===== src/rtl/agc_sq_rupt_seq.sv =====
// agc_sq_rupt_seq: sequence register (SQ + EXTEND qualifier) and interrupt
// request latch / priority encoder for the AGC control section.
//
// At every new-instruction strobe (NISQ) the block either loads the next
// order code from the write bus or, if an interrupt may be taken, forces the
// RUPT order code and records the vector address of the winning channel.
//
// Ports:
//   CLOCK     in   system clock, rising edge
//   rst       in   asynchronous active-high reset
//   GOJAM     in   synchronous restart (same values as rst, next edge)
//   WL        in   order-code bits loaded into SQ on NISQ
//   NISQ      in   new-instruction strobe
//   EXTPLS    in   EXTEND executed
//   INHPLS    in   INHINT executed
//   RELPLS    in   RELINT executed
//   RESUME    in   RESUME executed, ends interrupt-in-progress
//   OVNHRP    in   overflow in A, inhibits interrupt grant
//   MNHRPT    in   monitor interrupt inhibit
//   RUPT_REQ  in   per-channel request pulses (channel 0 highest priority)
//   SQ        out  current order code
//   SQEXT     out  current instruction is extended
//   FUTEXT    out  next instruction will be extended
//   INHINT    out  interrupts inhibited by program
//   IIP       out  interrupt in progress
//   RPTFRC    out  one-cycle pulse, RUPT forced on this NISQ
//   RUPT_VEC  out  vector of the last granted interrupt
//   PENDING   out  latched, not-yet-granted requests
module agc_sq_rupt_seq #(
   parameter int unsigned          NCHAN      = 10,
   parameter int unsigned          OPW        = 6,
   parameter logic [OPW-1:0]       RUPT_OP    = 6'o03,
   parameter int unsigned          VECW       = 12,
   parameter logic [VECW-1:0]      VEC_BASE   = 12'o4004,
   parameter int unsigned          VEC_STRIDE = 4
) (
   input  logic                CLOCK,
   input  logic                rst,
   input  logic                GOJAM,
   input  logic [OPW-1:0]      WL,
   input  logic                NISQ,
   input  logic                EXTPLS,
   input  logic                INHPLS,
   input  logic                RELPLS,
   input  logic                RESUME,
   input  logic                OVNHRP,
   input  logic                MNHRPT,
   input  logic [NCHAN-1:0]    RUPT_REQ,
   output logic [OPW-1:0]      SQ,
   output logic                SQEXT,
   output logic                FUTEXT,
   output logic                INHINT,
   output logic                IIP,
   output logic                RPTFRC,
   output logic [VECW-1:0]     RUPT_VEC,
   output logic [NCHAN-1:0]    PENDING
);

   // Channel index width; covers the full 1..16 channel range.
   localparam int unsigned WIDX = 5;

   logic [OPW-1:0]   sq_q,       sq_d;
   logic             sqext_q,    sqext_d;
   logic             futext_q,   futext_d;
   logic             inhint_q,   inhint_d;
   logic             iip_q,      iip_d;
   logic             rptfrc_q,   rptfrc_d;
   logic [VECW-1:0]  rupt_vec_q, rupt_vec_d;
   logic [NCHAN-1:0] pending_q,  pending_d;

   logic [WIDX-1:0]  winner;
   logic             grant;
   logic [NCHAN-1:0] grant_mask;
   logic [VECW-1:0]  win_vec;

   // Priority encoder: scan from the top so the lowest set index wins.
   always_comb begin
      winner = '0;
      for (int i = NCHAN - 1; i >= 0; i--) begin
         if (pending_q[i]) begin
            winner = WIDX'(i);
         end
      end
   end

   // Grant qualification; never between EXTEND and its extended instruction.
   always_comb begin
      grant      = NISQ & (|pending_q) & ~inhint_q & ~iip_q & ~OVNHRP &
                   ~MNHRPT & ~futext_q & ~EXTPLS;
      grant_mask = grant ? (NCHAN'(1) << winner) : '0;
      // Modulo-2^VECW arithmetic: the sum wraps by truncation.
      win_vec    = VEC_BASE + VECW'(winner) * VECW'(VEC_STRIDE);
   end

   // Next-state logic.
   always_comb begin
      sq_d       = sq_q;
      sqext_d    = sqext_q;
      futext_d   = futext_q;
      inhint_d   = inhint_q;
      iip_d      = iip_q;
      rptfrc_d   = 1'b0;
      rupt_vec_d = rupt_vec_q;
      // New requests are OR-ed in after the clear, so set wins over clear.
      pending_d  = (pending_q & ~grant_mask) | RUPT_REQ;

      if (NISQ) begin
         if (grant) begin
            sq_d       = RUPT_OP;
            sqext_d    = 1'b0;
            rptfrc_d   = 1'b1;
            rupt_vec_d = win_vec;
         end else begin
            sq_d     = WL;
            sqext_d  = futext_q | EXTPLS;
            futext_d = 1'b0;
         end
      end else if (EXTPLS) begin
         futext_d = 1'b1;
      end

      if (INHPLS) begin
         inhint_d = 1'b1;
      end else if (RELPLS) begin
         inhint_d = 1'b0;
      end

      if (grant) begin
         iip_d = 1'b1;
      end else if (RESUME) begin
         iip_d = 1'b0;
      end

      // Synchronous restart overrides every other input sampled this cycle.
      if (GOJAM) begin
         sq_d       = '0;
         sqext_d    = 1'b0;
         futext_d   = 1'b0;
         inhint_d   = 1'b1;
         iip_d      = 1'b0;
         rptfrc_d   = 1'b0;
         rupt_vec_d = VEC_BASE;
         pending_d  = '0;
      end
   end

   // State registers.
   always_ff @(posedge CLOCK or posedge rst) begin
      if (rst) begin
         sq_q       <= '0;
         sqext_q    <= 1'b0;
         futext_q   <= 1'b0;
         inhint_q   <= 1'b1;
         iip_q      <= 1'b0;
         rptfrc_q   <= 1'b0;
         rupt_vec_q <= VEC_BASE;
         pending_q  <= '0;
      end else begin
         sq_q       <= sq_d;
         sqext_q    <= sqext_d;
         futext_q   <= futext_d;
         inhint_q   <= inhint_d;
         iip_q      <= iip_d;
         rptfrc_q   <= rptfrc_d;
         rupt_vec_q <= rupt_vec_d;
         pending_q  <= pending_d;
      end
   end

   assign SQ       = sq_q;
   assign SQEXT    = sqext_q;
   assign FUTEXT   = futext_q;
   assign INHINT   = inhint_q;
   assign IIP      = iip_q;
   assign RPTFRC   = rptfrc_q;
   assign RUPT_VEC = rupt_vec_q;
   assign PENDING  = pending_q;

endmodule


===== config.mk =====
export PLATFORM = sky130hd
export DESIGN_NAME = agc_sq_rupt_seq
export DESIGN_NICKNAME = d
export VERILOG_FILES = /design/src/rtl/agc_sq_rupt_seq.sv
export SDC_FILE = /design/constraint.sdc
export NUM_CORES = 1
export LEC_CHECK = 0
export CAP_MARGIN = 10
export CORE_MARGIN = 4
export CORE_UTILIZATION = 39
export CTS_BUF_LIST = sky130_fd_sc_hd__clkbuf_8
export DETAILED_ROUTE_END_ITERATION = 10
export PLACE_DENSITY = 0.76
export SYNTH_ARGS = -nofsm -noshare
export SYNTH_HDL_FRONTEND = slang
export SYNTH_SLANG_ARGS = --single-unit

===== constraint.sdc =====
create_clock -name CLOCK -period 1.95 [get_ports CLOCK]
set_input_delay 0.195 -clock CLOCK [delete_from_list [all_inputs] [get_ports CLOCK]]
set_output_delay 0.195 -clock CLOCK [all_outputs]
set_load 0.1 [all_outputs]

==> impl_metrics.yaml, run 1 <==
sta:
  fin_crit_ns: 2.119
  final-hold-violation-count: 0
  fin_skew_ns: 0.009924
  fin_setup_tns_ns: -2.157
  rsz0062_at_grt: "true"
  finalMaxSlewViolations: 0
  post-route-period-util_pct: 108.7
  layout_setup_ws_ns: -0.1689
  fmax_mhz: 472.0
  holdWs_ns: 0.2639
  setup_violations: 22
hold_path:
  hold_path.class: "primary input to asynchronous set/reset pin"
routing:
  viasPerCell: 4.954
  ant_nets: 0
  drt_iter0_drc: 40
  wl_um: 3892
  vias: 1288
  drc: 0
  wire_per_inst_um: 14.97
  drt_first_pass_iters: 4
clock_network:
  cts_tree: "yes"
  cts.sinks: 26
  path_clk_slew_ns: 0.10
  numCtsBuffers: 3
  clk_latency_ns: 0.27
  htreeDepth: 1
  cts_buffer_depth: 2
  cts_root_buf: "clkbuf_8"
floorplan:
  die_w_um: 67.76
  die_h_um: 67.76
  num_io_pins: 59
  rows: 21
  fp.dieArea_mm2: 0.004591
  core_mm2: 0.003390
  start_util_pct: 41.09
place:
  dp_cells: 250
  place_ws_ns: -0.1483
  portBuffers: 51
  gp_congestion: 0.8774
  place_hpwl_um: 2900
setup_path:
  reg2reg_depth: 8
  crit_arrival_ns: 2.29
  critPathCaptureType: "flop"
  cp-endpoint: "PENDING[3]$_DFF_PP0_"
  crit_path_start: "PENDING[8]$_DFF_PP0_"
  r2r_slack_ns: -0.17
  r2r-start: "PENDING[8]$_DFF_PP0_"
  cpPeakStageDelay_ns: 0.48
  required_ns: 2.12
  crit_slowest_cell: "dfrtp_4"
  worstPathCellList: "nand2b_4 > a221o_2 > a221oi_4 > ha_2 > ha_1 > nand3_1 > a21oi_2 > nor2_1"
  worst-path-max-fanout: 4
  start_kind: "flop"
  criticalPathCategory: "flop to flop"
  timing.rr.end: "PENDING[3]$_DFF_PP0_"
final_layout:
  final_common_cell: "buf_4"
  drive_above_1_share_pct: 47.20
  areaGrowthSynthToFinish_pct: 62.89
  n_antenna_cell: 0
  nets: 247
  final_cell_mix: "47 x buf_4, 25 x clkdlybuf4s50_1, 18 x nor2_1, 12 x dfrtp_1"
  fillCellCount: 272
  final_cells: 260
grt:
  grt_pass1_wl_um: 5844
  grt_max_degree: 27
  track_usage_pct: 16.72
  antenna_found_initial: 0
  overflow: 0
  grt_pass1_vias: 1299
yosys:
  ys_ff_latch: 26
  synth-edff-count: 0
  synth_mux_area_share_pct: 0
  avgSynthCellArea_um2: 9.738
  yosys.area_share.simple_pct: 20.04
  async_reset_ff_share_pct: 100.0
  synth_compound_area_share_pct: 16.53
  synth_flop_cell: "dfrtp_1"
  seq_area_frac_synth_pct: 46.90
  synth_top_family_by_area: "simple AND/OR/NAND/NOR gates"
  synth_fa_ha_area_share_pct: 5.391
  yosysWarnings: 0
  syn_area_mm2: 0.001393
  synth-xor-area-share_pct: 0
  ys_types: 35
  syn_inst: 143
pwr:
  power_mw: 1.613
  power.leakage_nw: 1.008
  power_frac_comb_pct: 35.6
  p_switching_mw: 0.5852
  power_density_mw_per_mm2: 710.9
  power.share.clock_pct: 27.9
  intPower_mw: 1.027
  swShare_pct: 36.29
  ir_drop_mv: 0.3363
  pwr-share-seq_pct: 36.6
status:
  violations: "setup timing"
  status: "finished with violations"
job:
  cap_violations: 0
sequential cells by signal, summed over array words and instances, names as in the netlist:
| register | cells |
|---|---|
| RUPT_VEC | 5 |
| INHINT | 1 |
| FUTEXT | 1 |
| SQEXT | 1 |
| SQ | 6 |
| RPTFRC | 1 |
| IIP | 1 |
| PENDING | 10 |
layout make-up:
type	instances	area (µm²)	area share (%)
Clock buffer	3	41.29	1.820
Clock inverter	1	30.03	1.324
Inverter	10	40.04	1.765
Multi-Input combinational cell	98	775.7	34.20
Sequential cell	26	675.6	29.78
Tap cell	46	57.56	2.537
Timing Repair Buffer	76	648.1	28.57
worst min path at each step:
| stage | depth (start not counted) | from | endpoint |
|---|---|---|---|
| 2_1_floorplan | 1 | rst | PENDING[4]$_DFF_PP0_ |
| 3_3_place_gp | 1 | RUPT_VEC[5]$_DFFE_PP0P_ | RUPT_VEC[5]$_DFFE_PP0P_ |
| 3_5_place_dp | 2 | SQ[2]$_DFFE_PP0N_ | SQ[2]$_DFFE_PP0N_ |
| 4_1_cts | 3 | rst | RPTFRC$_DFF_PP0_ |
| 5_1_grt | 3 | rst | PENDING[1]$_DFF_PP0_ |
| 6_report | 3 | rst | RUPT_VEC[6]$_DFFE_PP0P_ |
stage by stage:
stage                     cell area, µm²  util (%)
after floorplan                     1473         -
after global placement              2008     59.25
after detailed placement            2008     59.25
after CTS                           2103     62.05
after global routing                2268     66.93
final                               2268     66.93
worst max-delay path: cells and delay by family (launching register included):
| family | cells | cell delay (ns) |
|---|---|---|
| flops | 1 | 0.48 |
| compound gates | 3 | 0.83 |
| simple gates | 3 | 0.29 |
| fa+ha+maj | 2 | 0.43 |
cell families after synthesis:
family | after synthesis
compound gates | 34
simple gates | 51
other cells | 2
buf+inv | 24
flops | 26
fa+ha+maj | 6
power groups by stage:
stage | clock (mW) | combinational (mW) | sequential (mW)
after CTS | 0.462 | 0.533 | 0.589
final | 0.449 | 0.574 | 0.590
after global placement | 0 | 0.517 | 0.598
after global routing | 0.478 | 0.603 | 0.593
after floorplan | 0 | 0.179 | 0.795
after detailed placement | 0 | 0.526 | 0.600
layer usage:
metal | GRT usage [%] | routed length (µm) | up-vias
met1 | 21.25 | 1653 | 616
met4 | 3.797 | 0 | 0
met5 | 0 | 0 | -
met2 | 29.04 | 1980 | 45
li1 | - | - | 627
met3 | 3.328 | 258 | 0
cell usage after synthesis, drive strengths merged (3+ instances only):
master  number  share of area [%]
buf         12                7.4
nor3         3                1.1
o21ai        3                1.1
a211oi       4                2.2
nand2        8                2.2
ha           6                5.4
nor2        19                5.1
nand3        5                1.8
nand4        3                1.3
inv         10                2.7
dfrtp       24                 43
and2         3                1.6
nor3b        3                2.0
a21oi       16                5.8
timing repair:
action                                  4_1_cts  5_1_grt
endpoints found under the setup margin       16       23
hold endpoints to repair                      0        0
setup buffers                                 2        4
cloned                                        0        0
gates resized for setup                       3       29
hold buffers                                  0        0
pin swaps                                     9       14
Note: power is estimated with default switching activity, not from simulation.
==> run 2, diff against run 1 <==
--- a/config.mk
+++ b/config.mk
@@ -10,7 +10,7 @@
 export CORE_UTILIZATION = 39
 export CTS_BUF_LIST = sky130_fd_sc_hd__clkbuf_8
 export DETAILED_ROUTE_END_ITERATION = 10
-export PLACE_DENSITY = 0.76
+export PLACE_DENSITY_LB_ADDON = 0.15
 export SYNTH_ARGS = -nofsm -noshare
 export SYNTH_HDL_FRONTEND = slang
 export SYNTH_SLANG_ARGS = --single-unit
==> run 2 against run 1 <==
Against the previous run: the flow still finishes with violations (setup timing); first-iteration DRC count fell by 18%; wire length shrank 8.2%; sequential cell count stayed put; largest cell class unchanged; highest routed layer is now met4.
==> impl_metrics.yaml, run 2 (synthesis gave the netlist of run 1 again) <==
setup_path:
  start_kind: "flop"
  crit_slowest_cell: "or4b_4"
  required_ns: 2.12
  crit_cells: 4
  crit_buf_inv: 0
  critPathCaptureType: "flop"
  path_delay_family: "simple AND/OR/NAND/NOR gates"
  criticalPathCategory: "flop to flop"
  cpPeakStageDelay_ns: 0.58
  worstPathCellList: "or4_4 > or4b_4 > and2_4 > a31o_1"
  crit_arrival_ns: 2.27
  worst-path-max-fanout: 7
  reg2reg_depth: 4
final_layout:
  final_common_cell: "buf_4"
  final_cell_mix: "42 x buf_4, 25 x clkdlybuf4s50_1, 19 x nor2_1, 13 x a21oi_1, 12 x dfrtp_1"
  final_area_mm2: 0.002095
  drive_above_1_share_pct: 40.49
  n_antenna_cell: 0
  areaGrowthSynthToFinish_pct: 50.40
  nets: 238
  largest_reg_flops: 10
sta:
  layout_setup_ws_ns: -0.1542
  fin_skew_ns: 0.005440
  setup_violations: 19
  rsz0062_at_grt: "true"
  final-hold-violation-count: 0
  post-route-period-util_pct: 107.9
  fmax_mhz: 475.2
  finalMaxSlewViolations: 0
  fin_crit_ns: 2.104
status:
  status: "finished with violations"
  violations: "setup timing"
grt:
  grt_pass1_wl_um: 5727
  grt_pass1_vias: 1283
  overflow: 0
  track_usage_pct: 16.56
  antenna_found_initial: 0
  grt_max_degree: 27
place:
  gp_congestion: 0.7560
  place_hpwl_um: 2719
  dpl_cell_area_mm2: 0.001978
  portBuffers: 51
floorplan:
  start_util_pct: 41.09
  rows: 21
  fp.dieArea_mm2: 0.004591
  die_h_um: 67.76
  die_w_um: 67.76
  num_io_pins: 59
  core_mm2: 0.003390
clock_network:
  clk_latency_ns: 0.27
  numCtsBuffers: 3
  cts_tree: "yes"
  htreeDepth: 1
  cts.sinks: 26
  path_clk_slew_ns: 0.09
  cts_buffer_depth: 2
  cts_root_buf: "clkbuf_8"
routing:
  wl_um: 3571
  drt_first_pass_iters: 4
  wire_per_inst_um: 14.23
  drt_iter0_drc: 33
  vias: 1227
  ant_nets: 0
  viasPerCell: 4.888
  drc: 0
pwr:
  power_density_mw_per_mm2: 702.7
  power.leakage_nw: 0.9452
  ir_drop_mv: 0.3147
  power_mw: 1.472
hold_path:
  hold_path.class: "primary input to asynchronous set/reset pin"
job:
  cap_violations: 0
## run 2: timing repair
action	4_1_cts	5_1_grt
pin swaps	8	9
gates resized for setup	9	5
setup buffers	1	0
hold buffers	0	0
endpoints found under the setup margin	17	23
## run 2: path summary, 6_finish.rpt
kind	from	slack (ns)	endpoint
min in group CLOCK	RELPLS	0.45	INHINT$_DFFE_PP1P_
max	PENDING[5]$_DFF_PP0_	-0.15	RUPT_VEC[3]$_DFFE_PP0P_
min reg2reg	SQ[2]$_DFFE_PP0N_	0.50	SQ[2]$_DFFE_PP0N_
min	rst	0.28	RUPT_VEC[6]$_DFFE_PP0P_
max in group asynchronous	rst	1.38	RUPT_VEC[2]$_DFFE_PP1P_
max reg2reg	PENDING[5]$_DFF_PP0_	-0.15	RUPT_VEC[3]$_DFFE_PP0P_
## run 2: metal layers
layer | routed length [µm] | GRT usage, % | share of wire, % | vias up
met1 | 1539 | 20.66 | 43 | 580
met2 | 1790 | 28.92 | 50 | 40
met4 | 34 | 4.557 | 0.95 | 0
met5 | 0 | 0 | 0 | -
li1 | - | - | - | 603
met3 | 208 | 3.161 | 5.8 | 4
## run 2: stage by stage
stage	hold slack [ns]	util (%)	setup slack, ns	TNS, ns	cells
4_1_cts	0.2932	61.35	-0.1558	-1.559	251
6_report	0.2788	61.79	-0.1542	-1.400	251
3_3_place_gp	0.4782	58.36	-0.1112	-0.6405	246
3_5_place_dp	0.4859	58.36	-0.1423	-1.081	246
2_1_floorplan	0.2330	-	-0.4477	-4.566	148
5_1_grt	0.3166	61.79	-0.2042	-3.115	251
## run 2: report_power, final
| group | total, mW | switching, mW | internal, mW | leakage, nW |
|---|---|---|---|---|
| Sequential | 0.595 | 0.0254 | 0.570 | 0.320 |
| Combinational | 0.531 | 0.371 | 0.160 | 0.597 |
| Clock | 0.346 | 0.166 | 0.180 | 0.0288 |
| Total | 1.47 | 0.562 | 0.910 | 0.945 |
## run 2: worst register-to-register path: stages, from the launching register on
cell and delay [ns]:
dfrtp_4 0.48, or4_4 0.54, or4b_4 0.58, and2_4 0.20
a31o_1 0.21
## run 2: cell type report
class                      instances  area (µm²)
fill                             296        1295
inverter                          10       40.04
tap                               46       57.56
sequential                        26       675.6
clock buffer                       4       55.05
timing repair buffer              67       565.5
multi-input combinational         98       700.7
==> run 3, diff against run 2 <==
==> constraint.sdc (replaced) <==
create_clock -name CLOCK -period 1.8 [get_ports CLOCK]
set_input_delay 0.18 -clock CLOCK [delete_from_list [all_inputs] [get_ports CLOCK]]
set_output_delay 0.18 -clock CLOCK [all_outputs]
set_load 0.1 [all_outputs]
==> run 3 against run 2 <==
Against the previous run: the flow still finishes with violations (setup timing); non-clock buffer count up 8; clock skew shrank 0.0025 ns; first-iteration DRC count fell by 36%; largest cell class unchanged; largest power group unchanged; highest routed layer unchanged.
==> impl_metrics.yaml, run 3 (synthesis gave the netlist of run 1 again) <==
status:
  status: "finished with violations"
  violations: "setup timing"
setup_path:
  criticalPathCategory: "flop to flop"
  crit_path_start: "PENDING[5]$_DFF_PP0_"
  cp-endpoint: "RUPT_VEC[3]$_DFFE_PP0P_"
  start_kind: "flop"
  worst-path-max-fanout: 6
  r2r-start: "PENDING[5]$_DFF_PP0_"
  crit_arrival_ns: 2.26
  timing.rr.end: "RUPT_VEC[3]$_DFFE_PP0P_"
  critPathCaptureType: "flop"
  reg2reg_depth: 4
  required_ns: 1.97
  r2r_slack_ns: -0.29
place:
  place_hpwl_um: 2836
  gp_congestion: 0.7539
  portBuffers: 51
  dp_cells: 251
routing:
  ant_nets: 0
  wl_um: 3643
  viasPerCell: 4.958
  drt_iter0_drc: 21
  drc: 0
  vias: 1284
  wl_met1_um: 1489
  wire_per_inst_um: 14.07
  drt_first_pass_iters: 4
  met3RoutedLength_um: 239
  top_layer_used: "met4"
  met2WireLength_um: 1853
floorplan:
  core_mm2: 0.003390
  num_io_pins: 59
  start_util_pct: 41.09
  die_w_um: 67.76
  fp.dieArea_mm2: 0.004591
  rows: 21
  die_h_um: 67.76
pwr:
  power_density_mw_per_mm2: 729.1
  power.leakage_nw: 1.005
  power_mw: 1.627
  ir_drop_mv: 0.3676
grt:
  track_usage_pct: 16.98
  grt_pass1_vias: 1308
  grt_max_degree: 27
  grt_pass1_wl_um: 5754
  overflow: 0
  antenna_found_initial: 0
sta:
  fmax_mhz: 478.4
  setup_violations: 23
  layout_setup_ws_ns: -0.2905
  post-route-period-util_pct: 116.1
  fin_setup_tns_ns: -4.730
  rsz0062_at_grt: "true"
  fin_crit_ns: 2.090
  finalMaxSlewViolations: 0
  final-hold-violation-count: 0
  fin_skew_ns: 0.002948
final_layout:
  final_cells: 259
  areaGrowthSynthToFinish_pct: 60.20
  nets: 246
  seqCellArea_um2: 675.6
  multi_input_area_um2: 740.7
  final_cell_mix: "45 x buf_4, 25 x clkdlybuf4s50_1, 19 x nor2_1, 12 x dfrtp_1, 11 x a21oi_1"
  fillCellCount: 284
  n_antenna_cell: 0
  largest_reg_flops: 10
  final_common_cell: "buf_4"
  drive_above_1_share_pct: 45.07
clock_network:
  path_clk_slew_ns: 0.09
  cts_buffer_depth: 2
  clk_latency_ns: 0.28
  cts_root_buf: "clkbuf_8"
  htreeDepth: 1
  numCtsBuffers: 3
  cts.sinks: 26
  cts_tree: "yes"
  cts-hold-fix-buffers: 0
hold_path:
  hold_path.class: "primary input to asynchronous set/reset pin"
job:
  cap_violations: 0
-- run 3: through the flow --
stage	worst slack, ns	cell area (µm²)	hold slack, ns	util (%)
CTS	-0.2931	2140	0.2582	63.12
global route	-0.3728	2231	0.3131	65.82
floorplan	-0.5977	1473	0.2180	-
finish	-0.2905	2231	0.2462	65.82
global placement	-0.2610	2041	0.4800	60.21
detailed placement	-0.2930	2041	0.4916	60.21
-- run 3: power breakdown --
part	total, mW	switching [mW]	internal (mW)
registers	0.638	0.0212	0.617
clock network	0.383	0.187	0.196
logic	0.605	0.413	0.192
-- run 3: per-layer routing --
layer | vias to the layer above | track usage, %
li1 | 621 | -
met1 | 619 | 20.35
met2 | 39 | 29.40
met3 | 5 | 2.995
met4 | 0 | 7.595
met5 | - | 0
-- run 3: repair_timing --
action,in CTS,in global routing
cloned,0,0
pin swaps,12,6
setup endpoints to repair,23,23
buffers inserted,2,2
resized for setup,9,15
-- run 3: critical path, stage by stage, from the launching register on --
cell     delay (ns)
dfrtp_4        0.49
or4_4          0.54
or4b_4         0.56
and2_4         0.20
a31o_1         0.20
-- run 3: worst min-delay path by stage --
stage / start / endpoint / depth (start not counted)
final: rst / IIP$_DFFE_PP0P_ / 3
after global routing: rst / RPTFRC$_DFF_PP0_ / 3
after CTS: rst / RPTFRC$_DFF_PP0_ / 3
after detailed placement: SQ[3]$_DFFE_PP0N_ / SQ[3]$_DFFE_PP0N_ / 2
after global placement: SQ[2]$_DFFE_PP0N_ / SQ[2]$_DFFE_PP0N_ / 2
after floorplan: rst / PENDING[4]$_DFF_PP0_ / 1
-- run 3: final cells by class --
cell class / instances / area share [%]
Multi-Input combinational cell: 98 / 33.20
Sequential cell: 26 / 30.29
Timing Repair Buffer: 75 / 29.67
Tap cell: 46 / 2.580
Clock buffer: 4 / 2.468
Inverter: 10 / 1.795
